`config.mk`:
```
export PLATFORM = sky130hd
export DESIGN_NAME = riscv_crypto_sha256_msched
export DESIGN_NICKNAME = d
export VERILOG_FILES = /design/src/rtl/riscv_crypto_sha256_msched.sv
export SDC_FILE = /design/constraint.sdc
export NUM_CORES = 2
export LEC_CHECK = 0
export CORE_MARGIN = 5
export CORE_UTILIZATION = 55
export CTS_CLUSTER_SIZE = 10
export DETAILED_ROUTE_END_ITERATION = 10
export PLACE_DENSITY_LB_ADDON = 0.1
export SLEW_MARGIN = 5
export SYNTH_ARGS = -nofsm -noshare
export SYNTH_HDL_FRONTEND = slang
export SYNTH_SLANG_ARGS = --single-unit
export TNS_END_PERCENT = 100
```
`constraint.sdc`:
```
create_clock -name clk -period 26.6 [get_ports clk]
set_input_delay 5.32 -clock clk [delete_from_list [all_inputs] [get_ports clk]]
set_output_delay 5.32 -clock clk [all_outputs]
set_load 0.02 [all_outputs]
```
`src/rtl/riscv_crypto_sha256_msched.sv`:
```
// SHA-256 message-schedule sequencer: loads W0..W15, streams W0..W63.
// One shared sigma unit is used for sig0 (CALC0) and then sig1 (CALC1).

module riscv_crypto_fu_ssha256 (
  input  logic        op_ssha256_sig0,
  input  logic        op_ssha256_sig1,
  input  logic        op_ssha256_sum0,
  input  logic        op_ssha256_sum1,
  input  logic [31:0] rs1,
  output logic [31:0] rd
);
  function automatic logic [31:0] ror(input logic [31:0] x, input int unsigned n);
    return (x >> n) | (x << (32 - n));
  endfunction

  logic [31:0] sig0, sig1, sum0, sum1;

  always_comb begin
    sig0 = ror(rs1, 7)  ^ ror(rs1, 18) ^ (rs1 >> 3);
    sig1 = ror(rs1, 17) ^ ror(rs1, 19) ^ (rs1 >> 10);
    sum0 = ror(rs1, 2)  ^ ror(rs1, 13) ^ ror(rs1, 22);
    sum1 = ror(rs1, 6)  ^ ror(rs1, 11) ^ ror(rs1, 25);
    rd = ({32{op_ssha256_sig0}} & sig0) | ({32{op_ssha256_sig1}} & sig1) |
         ({32{op_ssha256_sum0}} & sum0) | ({32{op_ssha256_sum1}} & sum1);
  end
endmodule

module riscv_crypto_sha256_msched (
  input  logic        clk,
  input  logic        rst,
  input  logic        in_valid,
  output logic        in_ready,
  input  logic [31:0] in_data,
  output logic        out_valid,
  input  logic        out_ready,
  output logic [31:0] out_data,
  output logic [5:0]  out_idx,
  output logic        out_last,
  output logic        busy
);
  typedef enum logic [1:0] {S_LOAD, S_EMIT, S_CALC0, S_CALC1} state_e;

  state_e      state_q, state_d;
  logic [4:0]  cnt_q, cnt_d;
  logic [5:0]  t_q, t_d;
  logic [31:0] s0_q, s0_d;
  logic [31:0] out_data_q, out_data_d;
  logic        out_valid_q, in_ready_q, busy_q, out_last_q;

  logic [31:0] wbuf_q [16];
  logic        wr_en;
  logic [3:0]  wr_addr;
  logic [31:0] wr_data;

  logic        fu_sig0, fu_sig1;
  logic [31:0] fu_rs1, fu_rd;
  logic [3:0]  t_lo, t_nx, t_m15, t_m7, t_m2;
  logic [31:0] w_new;

  riscv_crypto_fu_ssha256 u_fu (
    .op_ssha256_sig0 (fu_sig0),
    .op_ssha256_sig1 (fu_sig1),
    .op_ssha256_sum0 (1'b0),
    .op_ssha256_sum1 (1'b0),
    .rs1             (fu_rs1),
    .rd              (fu_rd)
  );

  // Circular-buffer taps relative to t; 4-bit wrap does the mod 16.
  always_comb begin
    t_lo  = t_q[3:0];
    t_nx  = t_lo + 4'd1;
    t_m15 = t_lo - 4'd15;
    t_m7  = t_lo - 4'd7;
    t_m2  = t_lo - 4'd2;
  end

  always_comb begin
    state_d    = state_q;
    cnt_d      = cnt_q;
    t_d        = t_q;
    s0_d       = s0_q;
    out_data_d = out_data_q;
    wr_en      = 1'b0;
    wr_addr    = cnt_q[3:0];
    wr_data    = in_data;
    fu_sig0    = 1'b0;
    fu_sig1    = 1'b0;
    fu_rs1     = 32'd0;
    w_new      = 32'd0;
    unique case (state_q)
      S_LOAD: begin
        if (in_valid) begin
          wr_en = 1'b1;
          cnt_d = cnt_q + 5'd1;
          if (cnt_q == 5'd15) begin
            t_d        = 6'd0;
            out_data_d = wbuf_q[0];
            state_d    = S_EMIT;
          end
        end
      end
      S_EMIT: begin
        if (out_ready) begin
          t_d = t_q + 6'd1;
          if (t_q < 6'd15) begin
            out_data_d = wbuf_q[t_nx];
          end else if (t_q == 6'd63) begin
            cnt_d   = 5'd0;
            state_d = S_LOAD;
          end else begin
            state_d = S_CALC0;
          end
        end
      end
      S_CALC0: begin
        fu_sig0 = 1'b1;
        fu_rs1  = wbuf_q[t_m15];
        s0_d    = fu_rd;
        state_d = S_CALC1;
      end
      S_CALC1: begin
        fu_sig1    = 1'b1;
        fu_rs1     = wbuf_q[t_m2];
        // wbuf[t] still holds W[t-16] until this write lands.
        w_new      = fu_rd + wbuf_q[t_m7] + s0_q + wbuf_q[t_lo];
        wr_en      = 1'b1;
        wr_addr    = t_lo;
        wr_data    = w_new;
        out_data_d = w_new;
        state_d    = S_EMIT;
      end
      default: state_d = S_LOAD;
    endcase
  end

  always_ff @(posedge clk or posedge rst) begin
    if (rst) begin
      state_q     <= S_LOAD;
      cnt_q       <= 5'd0;
      t_q         <= 6'd0;
      s0_q        <= 32'd0;
      out_data_q  <= 32'd0;
      out_valid_q <= 1'b0;
      in_ready_q  <= 1'b1;
      busy_q      <= 1'b0;
      out_last_q  <= 1'b0;
    end else begin
      state_q     <= state_d;
      cnt_q       <= cnt_d;
      t_q         <= t_d;
      s0_q        <= s0_d;
      out_data_q  <= out_data_d;
      out_valid_q <= (state_d == S_EMIT);
      in_ready_q  <= (state_d == S_LOAD);
      busy_q      <= (state_d != S_LOAD);
      out_last_q  <= (state_d == S_EMIT) && (t_d == 6'd63);
    end
  end

  // Buffer is never read before written, so it carries no reset.
  always_ff @(posedge clk) begin
    if (wr_en) wbuf_q[wr_addr] <= wr_data;
  end

  assign in_ready  = in_ready_q;
  assign out_valid = out_valid_q;
  assign out_data  = out_data_q;
  assign out_idx   = t_q;
  assign out_last  = out_last_q;
  assign busy      = busy_q;
endmodule

```
==> impl_metrics.toml <==
[synth]
synth_top_family_by_area = "multiplexers"
postSynthAreaPerCell_sq_um = 16.6
synth_cell_type_count = 64
syn_inst = 2243
synth_nets = 2381
synthArstFlopShare_pct = 13.7
muxShareOfSynthArea_pct = 31.8
synth_compound_area_share_pct = 6.81
ys_seq_area_share_pct = 46.6
ys_top_cells_by_area = "edfxtp_1 41%, mux4_2 29%, dfrtp_1 5.4%, fa_1 3.3%, mux4_1 2.0%"
synth_xor_area_share_pct = 3.60
yosys.area.top_type_share_pct = 41.2
netlist_area_sq_um = 37300
synth-warning-count = 0
synth-simple-area-share_pct = 2.21
synth_seq_cells = 593
synth-edff-count = 512
synthAdderAreaFrac_pct = 4.67
synth_flop_cell = "edfxtp_1"
synth_area_leader_cell = "edfxtp_1"

[finish]
drive_gt1_share_pct = 30.4
final-seq-area_sq_um = 17400
num-fill-cells = 4870
area_growth_pct = 10.2
diodes = 0
finalNetCount = 2418
stdcell_count = 3208
multiInputGateArea_sq_um = 18500

[sta]
maxSlewViolCount = 0
finalSetupTns_ns = 0
slew_headroom_pct = 22.7
worst_pin_slew_ns = 1.16
fmax_mhz = 96.3
fin_worst_skew_ns = 0.0313
hold-worst-slack_ns = 0.508
period_minus_slack_ns = 10.39
fin_crit_sh_pct = 39.1
rsz0062_at_grt = "false"
finalSetupViolCount = 0
hold_viol_final = 0

[placed_design]
dp_cells = 3078
gp_congestion = 0.901
place_hpwl_um = 66300
port_buffers = 77

[setup_path]
cp.arrival_ns = 10.66
worstSetupEndpointType = "register"
crit_path_frequent_cell = "fa_1"
reg2reg_to = "wbuf_q[15][31]"
cpPeakStageDelay_ns = 1.11
cp_slowest_cell = "dfrtp_4"
worstPathCellList = "buf_4, buf_12, mux4_2, mux4_2, a22oi_4, xor2_1, xnor2_1, a22o_1, fa_1, inv_1, fa_1, inv_1, ha_1, fa_1, a211oi_1, o211ai_1, a221oi_1, a2111oi_0, o21ai_0, o2bb2ai_1, o21ai_0, xnor2_1, nand2_1, o21ai_1"
reg2reg_from = "out_idx[0]"
worstPathRequired_ns = 26.87
ff2ff_path_depth = 24
ff2ff_setup_slack_ns = 16.21
crit_fanout = 124
startpoint_type = "register"
crit_type = "reg -> reg"

[clock_tree]
cts_tree = "done"
cts.sinks = 593
cts.reportedPaths.clkPinSlew_ns = 0.05
cts_setup_buffers = 0
cts_hold_buf = 0
worstSkewPairLatency_ns = 0.63
htree_levels = 3
numCtsBuffers = 73
cts_buffer_depth = 3
cts_resized = 0
root_buffer = "clkbuf_16"

[grt]
grt_max_degree = 125
grt_pass1_wl_um = 158000
grt_pass1_vias = 23100
grt.total_usage_pct = 29.7
antenna_found_initial = 1
overflow = 0

[hold_path]
hold_end = "cnt_q[4]"
holdPathStages = 1
min-delay-start = "cnt_q[4]"
hold_path_class = "reg -> reg"

[route]
ant_nets = 0
wl_met1_um = 39300
drt_iter0_markers = 2841
top_layer = "met5"
dr_wl_met2_um = 52200
wl_met3_um = 12500
vias_per_cell = 7.25
num_vias = 23300
drt_pre_antenna_iters = 5
avgRoutedWirePerCell_um = 33.9
routed_wl_um = 109000
drc = 0

[job]
cap_viol_max_count = 0

[die]
initial_core_util_pct = 55.5
die_h_um = 270
die_w_um = 270
rows = 95
coreArea_sq_um = 67300
ioPinCount = 78
dieArea_sq_um = 73100

[status]
status = "finished clean"
-- cell families (layout without fill, tap and decap cells) --
family / Yosys count / in the layout
multiplexers: 533 / 533
adder cells (fa/ha/maj): 102 / 102
buffers and inverters: 342 / 434
flip-flops: 593 / 593
XOR/XNOR: 151 / 151
AND/OR/NAND/NOR: 195 / 195
AO/OA/AOI/OAI: 327 / 327
-- worst max path at each step --
stage | depth (start not counted) | end | slack [ns] | startpoint
6_report | 24 | wbuf_q[15][31] | 16.21 | out_idx[0]
3_3_place_gp | 24 | wbuf_q[12][31] | 16.57 | out_idx[0]
2_1_floorplan | 31 | wbuf_q[0][21] | 18.04 | out_idx[1]
4_1_cts | 24 | wbuf_q[15][31] | 16.33 | out_idx[0]
5_1_grt | 24 | wbuf_q[15][31] | 15.51 | out_idx[0]
3_5_place_dp | 24 | wbuf_q[12][31] | 16.35 | out_idx[0]
-- registers in the layout, summed over array words and instances (netlist names) --
signal and flops:
busy 1, cnt_q 5, in_ready 1, out_data 32, out_idx 6, out_last 1
out_valid 1, s0_q 32, state_q 2, wbuf_q 512
-- cell usage in the layout, fill, tap and decap left out, drive strengths merged, types with 4 or more instances in the layout --
master         instances
buf                   53
a31oi                 32
nand2                 59
and2                   4
mux2                  18
a22oi                 59
ha                    40
a22o                  31
fa                    62
dfrtp                 80
nand2b                 4
mux4                 512
clkdlybuf4s50         77
a221oi                 8
a21o                  17
o21ai                 40
clkinv                 6
nand3                  9
nand4                  4
xor2                  76
a211oi                 4
o211ai                 5
nor2                  93
edfxtp               512
xnor2                 75
o21a                   5
clkbuf               120
and3                   7
nor3                   6
inv                  176
a21oi                101
-- stage by stage --
stage	setup WS, ns	cell area, sq um	utilization (%)
floorplan	18.04	37300	-
global placement	16.57	38900	57.8
detailed placement	16.35	38900	57.8
CTS	16.33	41100	61.1
global route	15.51	41100	61.1
finish	16.21	41100	61.1
-- metal layers --
| metal | vias up | global-route usage (%) |
|---|---|---|
| li1 | 9260 | - |
| met1 | 12200 | 39.8 |
| met2 | 1565 | 47.0 |
| met3 | 255 | 8.28 |
| met4 | 2 | 11.3 |
| met5 | - | 0 |
-- cell usage after synthesis, types with 28 or more instances --
master,count
a22oi_4,28
buf_1,38
xnor2_1,74
dfrtp_1,80
clkbuf_1,69
o21ai_0,36
mux4_2,483
a31oi_1,32
ha_1,40
mux4_1,28
nor2_1,93
a21oi_1,101
a22o_1,31
xor2_1,76
fa_1,62
nand2_1,59
edfxtp_1,512
inv_1,173
-- critical path: cells and delay by family, from the launching register on --
kind / cells / cell delay (ns)
AOI/OAI and AO/OA: 10 / 3.52
buffers and inverters: 4 / 1.65
adders and majority gates: 4 / 1.64
muxes: 2 / 1.15
DFF: 1 / 1.11
xor gates and xnor gates: 3 / 0.58
and+or+nand+nor: 1 / 0.12
-- area by class of cell --
cell class / count / area share [%]
well taps: 873 / 2.66
flip-flops and latches: 593 / 42.4
multi-input cells: 1308 / 45.1
clock buffers: 120 / 5.08
clock inverters: 10 / 0.289
repair buffers: 130 / 2.93
inverters: 174 / 1.59
Power is not shown: default switching activity piles up to over one toggle a cycle in this logic, so the estimate is an artifact.
